[src/rtl/uart_echo_buf.sv]
// rtl/uart_echo_buf.sv - receive-to-transmit echo buffer with optional CR->CRLF expansion
//
// Captures received bytes into a power-of-two FIFO and drains them one at a
// time into a UART transmitter using its tx_en / tx_busy handshake.
//
// Ports:
//   CLK       in   system clock, rising edge
//   reset     in   synchronous active-high reset
//   rx_data   in   received byte, qualified by rx_valid
//   rx_valid  in   one-cycle receive strobe
//   tx_busy   in   transmitter busy, high from the cycle after tx_en to end of stop bit
//   tx_data   out  byte presented to the transmitter, held between loads
//   tx_en     out  one-cycle transmit start strobe
//   count     out  FIFO occupancy, 0..DEPTH
//   overflow  out  sticky: a received byte was dropped because the FIFO was full
//   idle      out  FIFO empty, no LF owed, state IDLE, transmitter not busy
module uart_echo_buf #(
    parameter int DEPTH = 16,
    parameter bit CR_LF = 1'b1
) (
    input  logic                     CLK,
    input  logic                     reset,
    input  logic [7:0]               rx_data,
    input  logic                     rx_valid,
    input  logic                     tx_busy,
    output logic [7:0]               tx_data,
    output logic                     tx_en,
    output logic [$clog2(DEPTH):0]   count,
    output logic                     overflow,
    output logic                     idle
);

    localparam int AW = $clog2(DEPTH);
    localparam logic [AW:0] FULL_COUNT = (AW + 1)'(DEPTH);

    typedef enum logic [1:0] {
        S_IDLE      = 2'd0,
        S_WAIT_ACK  = 2'd1,
        S_WAIT_DONE = 2'd2,
        S_SEND_LF   = 2'd3
    } state_e;

    logic [7:0]    mem_q [DEPTH];
    logic [AW-1:0] wr_ptr_q;
    logic [AW-1:0] rd_ptr_q;
    logic [AW:0]   count_q;
    logic          overflow_q;

    state_e        state_q;
    state_e        state_d;
    logic          pend_lf_q;
    logic          pend_lf_d;
    logic [7:0]    tx_data_q;
    logic [7:0]    tx_data_d;
    logic          tx_en_q;
    logic          tx_en_d;

    logic          full;
    logic          push;
    logic          pop;
    logic [7:0]    head;

    // Fullness is judged on the registered count only, so a pop in the same
    // cycle never makes room for that cycle's incoming byte.
    assign full = (count_q == FULL_COUNT);
    assign push = rx_valid && !full;
    assign head = mem_q[rd_ptr_q];

    // ------------------------------------------------------------------
    // FIFO storage and pointers
    // ------------------------------------------------------------------
    always_ff @(posedge CLK) begin
        if (push) begin
            mem_q[wr_ptr_q] <= rx_data;
        end
    end

    always_ff @(posedge CLK) begin
        if (reset) begin
            wr_ptr_q   <= '0;
            rd_ptr_q   <= '0;
            count_q    <= '0;
            overflow_q <= 1'b0;
        end else begin
            if (push) begin
                wr_ptr_q <= wr_ptr_q + AW'(1);
            end
            if (pop) begin
                rd_ptr_q <= rd_ptr_q + AW'(1);
            end
            case ({push, pop})
                2'b10:   count_q <= count_q + (AW + 1)'(1);
                2'b01:   count_q <= count_q - (AW + 1)'(1);
                default: count_q <= count_q;
            endcase
            if (rx_valid && full) begin
                overflow_q <= 1'b1;
            end
        end
    end

    // ------------------------------------------------------------------
    // Drain state machine
    // ------------------------------------------------------------------
    always_ff @(posedge CLK) begin
        if (reset) begin
            state_q   <= S_IDLE;
            pend_lf_q <= 1'b0;
            tx_data_q <= 8'h00;
            tx_en_q   <= 1'b0;
        end else begin
            state_q   <= state_d;
            pend_lf_q <= pend_lf_d;
            tx_data_q <= tx_data_d;
            tx_en_q   <= tx_en_d;
        end
    end

    always_comb begin
        state_d   = state_q;
        pend_lf_d = pend_lf_q;
        tx_data_d = tx_data_q;
        tx_en_d   = 1'b0;
        pop       = 1'b0;

        case (state_q)
            S_IDLE: begin
                // An owed LF takes priority over the next queued byte so the
                // CR/LF pair is never split.
                if (pend_lf_q && !tx_busy) begin
                    state_d = S_SEND_LF;
                end else if ((count_q != '0) && !tx_busy) begin
                    pop       = 1'b1;
                    tx_data_d = head;
                    tx_en_d   = 1'b1;
                    pend_lf_d = CR_LF && (head == 8'h0D);
                    state_d   = S_WAIT_ACK;
                end
            end
            S_WAIT_ACK: begin
                if (tx_busy) begin
                    state_d = S_WAIT_DONE;
                end
            end
            S_WAIT_DONE: begin
                if (!tx_busy) begin
                    state_d = S_IDLE;
                end
            end
            S_SEND_LF: begin
                tx_data_d = 8'h0A;
                tx_en_d   = 1'b1;
                pend_lf_d = 1'b0;
                state_d   = S_WAIT_ACK;
            end
            default: begin
                state_d = S_IDLE;
            end
        endcase
    end

    assign tx_data  = tx_data_q;
    assign tx_en    = tx_en_q;
    assign count    = count_q;
    assign overflow = overflow_q;
    // Holding idle low while an LF is owed keeps a trailing CR from reporting
    // idle before its LF has gone out.
    assign idle     = (count_q == '0) && (state_q == S_IDLE) && !tx_busy && !pend_lf_q;

endmodule

[config.mk]
export PLATFORM = sky130hd
export DESIGN_NAME = uart_echo_buf
export DESIGN_NICKNAME = d
export VERILOG_FILES = /design/src/rtl/uart_echo_buf.sv
export SDC_FILE = /design/constraint.sdc
export NUM_CORES = 1
export LEC_CHECK = 0
export CAP_MARGIN = 5
export CORE_MARGIN = 2
export CORE_UTILIZATION = 25
export CTS_BUF_LIST = sky130_fd_sc_hd__clkbuf_2
export DETAILED_ROUTE_END_ITERATION = 16
export SLEW_MARGIN = 20
export SYNTH_ARGS = -nofsm -noshare
export SYNTH_HDL_FRONTEND = slang
export SYNTH_SLANG_ARGS = --single-unit
export TNS_END_PERCENT = 20
[constraint.sdc]
create_clock -name CLK -period 4.77 [get_ports CLK]
set_clock_uncertainty 0.05 [all_clocks]
set_input_delay 0.954 -clock CLK [delete_from_list [all_inputs] [get_ports CLK]]
set_output_delay 0.954 -clock CLK [all_outputs]
set_load 0.01 [all_outputs]
### Yosys cells after proc, flatten, opt, wreduce, memory -nomap -nowiden

Memory sizes are Yosys's and may differ from the RTL's. A register that Yosys moved wholly into a read port is not among the register bits.
Index checks and enable logic that the tools add are counted.

* input bits: 12
* bits in writable memories: 128
* logic and storage cells: 62
* memories kept: 1
* register bits after elaboration: 26

Memories
* mem_q: words 16, bits a word 8, rd ports 1, clocked after memory_dff 1, write ports 1, line 43 `logic [7:0] mem_q [DEPTH];`

* reductions and logical operators: 17
* add/sub/neg operators: 4
* multiplexer cells: 20
* equality and inequality tests: 12

Operator list (count)
* $mux W8: 2
* $pmux W8 S2: 1
* $pmux W5 S2: 1
* $add A4 B1 Y4 const B: 2
* $eq A8 B4 Y1 const B: 1
* $mux W2: 4
* $mux W4: 2
* $ne A2 B2 Y1 const B: 4
* $pmux W2 S4: 1
* $logic_and A1 B1 Y1: 7
* $mux W1: 7
* $eq A2 B2 Y1 const B: 3
* $reduce_and A3 Y1: 2
* $add A5 B1 Y5 const B: 1
* $eq A5 B5 Y1 const B: 1
* $logic_not A5 Y1: 1
* $reduce_bool A5 Y1: 1
* $sub A5 B1 Y5 const B: 1
* $eq A2 B1 Y1 const B: 2
* $pmux W1 S2: 2
* $reduce_bool A2 Y1: 2
* $logic_not A1 Y1: 3
* $ne A3 B3 Y1 const B: 1
* $logic_not A2 Y1: 1

### Longest topological paths before layout

Gate-level depths: netlist (run 1).

* depth in word-level cells: 7
* depth in mapped cells: 16
* depth with buffers taken out: 14

### Least setup slack after synthesis (run 1)

Ideal clock, no wire load.

* kind: input to register
* start point: input tx_busy
* end point: register count_q[4] (netlist: count[4])
* path slack: 1231 ps
* buffers on the path: 2
* arrival time: 3419 ps
* required time: 4650 ps
* stages: 13
* cells stage by stage: or3_1 > nor2b_1 > buf_2 > ha_1 > clkbuf_1 > xor2_1 > ha_1 > o21a_1 > o22a_1 > a21oi_1 > xor2_1 > or3_1 > a21oi_1

* cells in the longest elaborated chain, start to end: 7
* elaborated cells between the ends (all ways): 10
* classes of those cells: eq/ne (2); mux (4); reduce/logical (4)

Ends and longest elaborated chain
* from (decl): line 25 `input logic tx_busy,`
* $logic_not A1 Y1 (*): line 130, 132
* $logic_and A1 B1 Y1: line 132 `end else if ((count_q != '0) && !tx_busy) begin`
* $mux W1: line 132
* $mux W1 (*): line 130 `if (pend_lf_q && !tx_busy) begin`
* $mux W1 (*): line 126 `case (state_q)`
* net pop: line 60 `logic pop;`
* $eq A2 B1 Y1 or $eq A2 B2 Y1 (tied branches): line 91 `case ({push, pop})`
* $pmux W5 S2 or $reduce_bool A2 Y1 (tied branches)
* to (signal assigned): line 92 `2'b10: count_q <= count_q + (AW + 1)'(1);`
* to (signal assigned): line 93 `2'b01: count_q <= count_q - (AW + 1)'(1);`
* to (signal assigned): line 94 `default: count_q <= count_q;`
* to (decl): line 46 `logic [AW:0] count_q;`

The timed path passes the listed nets; every way through them passes the cells marked *.
A chain may end at the register's enable or synchronous reset.

### Worst setup path after layout (run 1)

* start point: register state_q[1]
* end point: output idle

* cells in the longest elaborated chain, start to end: 4

Ends and longest elaborated chain
* from (decl): line 49 `state_e state_q;`
* from (signal assigned): line 112 `state_q <= state_d;`
* $logic_not A2 Y1: line 168 `assign idle = (count_q == '0) && (state_q == S_IDLE) && !tx_busy && !pend_lf_q;`
* $logic_and A1 B1 Y1 (3 in series): line 168
* to (decl): line 30 `output logic idle`

Every way passes these cells.

==> results.txt, run 1 <==
FILL cells: 2,479
Post-Layout Cell Count: 764
Slew HR: 32.6%
Vias: 3,412
critical path's largest stage delay: 0.54 ns
Mean Syn Cell Area: 16.5 sq um
Fmax: 278 MHz
hpwl dp: 8.48 mm
final WL: 13.0 mm
clock sink count: 158
Final min period: 3.59 ns
Mapped Cells: 385
most frequent cell after synthesis: edfxtp_1
leakage power: 2.35 nW
fraction of layout cells with a size suffix above 1: 17.3%
PwrDens: 460 nW/um^2
Hold WC Path Type: reg -> reg
top cells by count, synth: 128 x edfxtp_1, 40 x nor2_1, 30 x dfxtp_1
Reg clk slew, reported paths: 0.24 ns
Yosys top cell area share: 60.6%
GRT overflow: 0
root buffer cell: clkbuf_2
CTS tree: built
CP max FO: 4
VDD IR max: 226 uV
critical path's slowest cell: clkdlybuf4s50_1
Data arrival, critical path: 2.59 ns
DR vias/cell: 4.47
total track usage: 10.3%
CP Cell Sequence: inv_1 > ha_1 > inv_2 > or3_1 > nor2_1 > clkdlybuf4s50_1
Final nets: 447
hold-critical path depth: 2
Fin Setup TNS: 0 ns
Post-synth EDFFs: 128
worst slew pin tran: 1.01 ns
Initial Util: 25.3%
multi-input logic area: 1740 sq um
worst r2r path cells: 15
Routed Antenna Nets: 0
die width: 163 um
Synth Net Count: 411
dominant synthesized flop cell: edfxtp_1
I/O pin cnt: 28
full die area: 26,700 sq um
Cell Area, Synth: 6340 sq um
std cell rows: 58
Setup Buffers After CTS: 0
Final GP Congestion: 0.771
post_cts resized: 0
Inst Count DP: 732
warnings from Yosys: 0
initial drt markers: 412
register area: 4450 sq um
IO Port Bufs: 27
post-synthesis cell type with the largest combined area: edfxtp_1
top cells by area, synth: edfxtp_1 61%, mux4_2 10%, dfxtp_1 9.5%
diode count: 0
max-slew violation count: 0
Final Hold Viols: 0
CP required: 3.77 ns
CTS max path bufs: 2
Syn-to-layout area delta: 15.7%
Cell variety after synth: 42
CTS Buf Count: 17
drt wl/cell: 17.0 um
DR pass1 iterations: 5
Synth async-reset ratio: 0%
Die Y: 163 um
CP startpoint kind: register
total core area: 25,000 sq um
RSZ-0062 raised after global routing: false
Clk Latency, worst-skew pair: 0.73 ns
sequential share of the synthesized area: 70.1%
Final Cycle Share: 75.3%
H-Tree Depth: 4
number of synthesized register bits: 158
# DRC: 0
Crit. End Element: output pin
vias in the first global route: 3,427
status: finished clean
CP Class: reg -> out
first-pass GRT wire length: 19.9 mm
initial antenna violation count: 0
Post-CTS Hold Buffers: 0
Max-Cap Viols: 0
largest net degree at the start of global routing: 28
count of final setup violators: 0
## report_power, final
group          switching, mW  total [mW]  internal, mW
Sequential             0.107        1.68          1.57
Combinational          0.374       0.748         0.375
Clock                  0.488       0.947         0.459
## final timing paths
path / start / to / slack [ns]
setup / recovery: state_q[1]$_SDFFE_PP0P_ / idle / 1.18
hold / removal: tx_data[3]$_SDFFE_PP0P_ / tx_data[3]$_SDFFE_PP0P_ / 0.46
setup reg to reg: state_q[1]$_SDFFE_PP0P_ / count[4]$_SDFFE_PP0P_ / 1.24
hold reg to reg: tx_data[3]$_SDFFE_PP0P_ / tx_data[3]$_SDFFE_PP0P_ / 0.46
## cells in the final DEF, fill, tap and decap left out, types with 5 or more instances in the layout
| cell type | instances |
|---|---|
| edfxtp_1 | 128 |
| nor2_1 | 40 |
| mux4_2 | 29 |
| dfxtp_1 | 29 |
| clkdlybuf4s50_1 | 27 |
| clkbuf_2 | 17 |
| a22oi_1 | 15 |
| ha_1 | 14 |
| nand2_1 | 13 |
| inv_1 | 12 |
| mux2i_1 | 11 |
| buf_4 | 11 |
| xor2_1 | 8 |
| a21oi_1 | 7 |
| nor3_1 | 6 |
| bufinv_16 | 6 |
| o21ai_0 | 5 |
## logic make-up after synthesis
logic type                 synth area share (%)
AOI/OAI and AO/OA                          5.52
xor gates and xnor gates                   1.52
adders and majority gates                  2.76
buffers and inverters                      2.49
DFF                                        70.1
muxes                                      12.0
and+or+nand+nor                            5.60
## metrics by stage
| stage | power [mW] | cell area (sq um) | util, % | setup WS (ns) | hold slack [ns] |
|---|---|---|---|---|---|
| finish | 3.38 | 7340 | 29.3 | 1.18 | 0.460 |
| detailed placement | 2.46 | 7000 | 28.0 | 0.646 | 0.429 |
| global route | 3.54 | 7340 | 29.3 | 0.972 | 0.506 |
| floorplan | 2.20 | 6340 | - | 1.23 | 0.425 |
| CTS | 3.40 | 7340 | 29.3 | 1.09 | 0.456 |
| global placement | 2.43 | 7000 | 28.0 | 0.744 | 0.402 |
## cell type report
class / count / area share, %
timing repair buffer: 38 / 4.81
clock buffer: 17 / 1.16
sequential: 158 / 60.6
multi-input combinational: 193 / 23.7
clock inverter: 15 / 3.44
inverter: 13 / 0.665
tap: 330 / 5.63
## critical path: cells and delay by family, from the launching register on
family | cells | cell delay (ns)
and+or+nand+nor | 2 | 0.53
buffers and inverters | 3 | 0.72
adders and majority gates | 1 | 0.24
DFF | 1 | 0.39
## per-layer routing
layer / track usage (%) / up-vias / part of all wire, %
met1: 12.5 / 1730 / 43
met3: 3.38 / 17 / 6.9
met4: 3.62 / 0 / 1.5
li1: - / 1559 / -
met2: 17.1 / 106 / 49
met5: 0 / - / 0
## state kept, by name (all words and copies together), names as in the netlist, named ones only
name / cells
pend_lf_q: 1
overflow: 1
wr_ptr_q: 4
mem_q: 128
state_q: 2
rd_ptr_q: 4
count: 5
tx_en: 1
tx_data: 8
Note: power is estimated with default switching activity, not from simulation.
==> run 2, diff against run 1 <==
- clock period: 4.77 -> 3.53 ns (I/O delays scaled with it)
==> results.txt, run 2 (same netlist as run 1, synthesis figures left out) <==
max-slew violation count: 0
die width: 163 um
full die area: 26,700 sq um
CTS Buf Count: 17
CP Cell Sequence: inv_1 > ha_1 > inv_2 > or3_1 > nor2_1 > clkdlybuf4s50_1
vias in the first global route: 3,663
Setup Buffers After CTS: 0
CTS max path bufs: 2
diode count: 0
Max-Cap Viols: 0
fraction of layout cells with a size suffix above 1: 20.0%
Final WS setup: 0.247 ns
IO Port Bufs: 27
CTS tree: built
Initial Util: 25.3%
count of final setup violators: 0
Syn-to-layout area delta: 16.6%
PwrDens: 590 nW/um^2
register area: 4450 sq um
Final min period: 3.28 ns
Final Hold Viols: 0
DR pass1 iterations: 4
Hold WC Path Type: reg -> reg
leakage power: 2.40 nW
drt wl/cell: 16.9 um
Final nets: 463
first-pass GRT wire length: 20.2 mm
Fmax: 305 MHz
hpwl dp: 8.93 mm
status: finished clean
switching share of power: 29.8%
critical path's largest stage delay: 0.54 ns
Crit. End Element: output pin
FILL cells: 2,467
Slew HR: 36.8%
Flop pwr share: 51.9%
CP max FO: 4
hold_ws: 0.438 ns
final WL: 13.2 mm
GRT overflow: 0
DR vias/cell: 4.45
combinational share of power: 23.8%
sw power: 1.30 mW
Internal: 3.06 mW
H-Tree Depth: 4
Reg with most FFs: mem_q
most frequent cells in the layout: 128 x edfxtp_1, 40 x nor2_1, 29 x mux4_2, 29 x dfxtp_1, 27 x clkdlybuf4s50_1
clock sink count: 158
CP Class: reg -> out
Clk Latency, worst-skew pair: 0.70 ns
Reg clk slew, reported paths: 0.22 ns
initial antenna violation count: 0
Routed Antenna Nets: 0
DP Worst Slack: 0.110 ns
std cell rows: 58
Largest register FFs: 128
CP startpoint kind: register
root buffer cell: clkbuf_2
# DRC: 0
total core area: 25,000 sq um
Post-CTS Hold Buffers: 0
Final GP Congestion: 0.836
largest net degree at the start of global routing: 28
Data arrival, critical path: 2.53 ns
VDD IR max: 222 uV
Fin Setup TNS: 0 ns
I/O pin cnt: 28
Final Cycle Share: 93.0%
initial drt markers: 462
Vias: 3,471
RSZ-0062 raised after global routing: false
CP required: 2.77 ns
commonest non-fill, non-tap cell in the layout: edfxtp_1
Die Y: 163 um
post_cts resized: 0
multi-input logic area: 1740 sq um
clock power share: 24.3%
total track usage: 10.3%
critical path's slowest cell: clkdlybuf4s50_1
worst slew pin tran: 0.945 ns
## run 2: changes by cell type in the layout (fill, tap and decap cells not counted), moves of 2 or more
| cell | before | now |
|---|---|---|
| clkbuf_2 | 17 | 20 |
| clkinv_2 | 2 | 0 |
| bufinv_16 | 6 | 3 |
| inv_6 | 4 | 2 |
| buf_4 | 11 | 26 |
## run 2: power by group through the flow
stage	logic [mW]	registers, mW	clock network, mW
global route	1.14	2.29	1.17
detailed placement	1.04	2.31	0
finish	1.04	2.26	1.06
CTS	1.05	2.27	1.09
global placement	1.00	2.30	0
floorplan	0.725	2.25	0
## run 2: routing by layer
| layer | GRT usage (%) | part of all wire [%] | vias to the layer above |
|---|---|---|---|
| met1 | 12.6 | 44 | 1757 |
| li1 | - | - | 1589 |
| met4 | 3.26 | 1.7 | 0 |
| met5 | 0 | 0 | - |
| met2 | 17.4 | 49 | 104 |
| met3 | 3.38 | 5.6 | 21 |
## run 2: worst max-delay path, delay by kind of cell (launching register included)
family | cells | cell delay (ns)
fa+ha+maj | 1 | 0.21
buf+inv | 3 | 0.71
flops | 1 | 0.39
simple gates | 2 | 0.51
## run 2: worst paths after layout
check                                              from                      end  slack, ns  cells after the start
worst max-delay path            state_q[0]$_SDFFE_PP0P_                     idle       0.25                      6
worst min-delay path            tx_data[3]$_SDFFE_PP0P_  tx_data[3]$_SDFFE_PP0P_       0.44                      2
worst max register to register    count[1]$_SDFFE_PP0P_    count[4]$_SDFFE_PP0P_       0.44                     12
worst min register to register  tx_data[3]$_SDFFE_PP0P_  tx_data[3]$_SDFFE_PP0P_       0.44                      2
## run 2: cell type report
type / count / area share, %
Clock buffer: 20 / 1.35
Timing Repair Buffer: 54 / 6.57
Inverter: 13 / 0.660
Multi-Input combinational cell: 193 / 23.5
Sequential cell: 158 / 60.1
Clock inverter: 12 / 2.17
Tap cell: 330 / 5.58
## run 2: metrics by stage
step | instances | total power [mW] | instance area, sq um | util, %
floorplan | 385 | 2.98 | 6340 | -
global placement | 748 | 3.30 | 7130 | 28.5
detailed placement | 748 | 3.35 | 7130 | 28.5
CTS | 780 | 4.40 | 7390 | 29.5
global route | 780 | 4.60 | 7390 | 29.5
finish | 780 | 4.36 | 7390 | 29.5
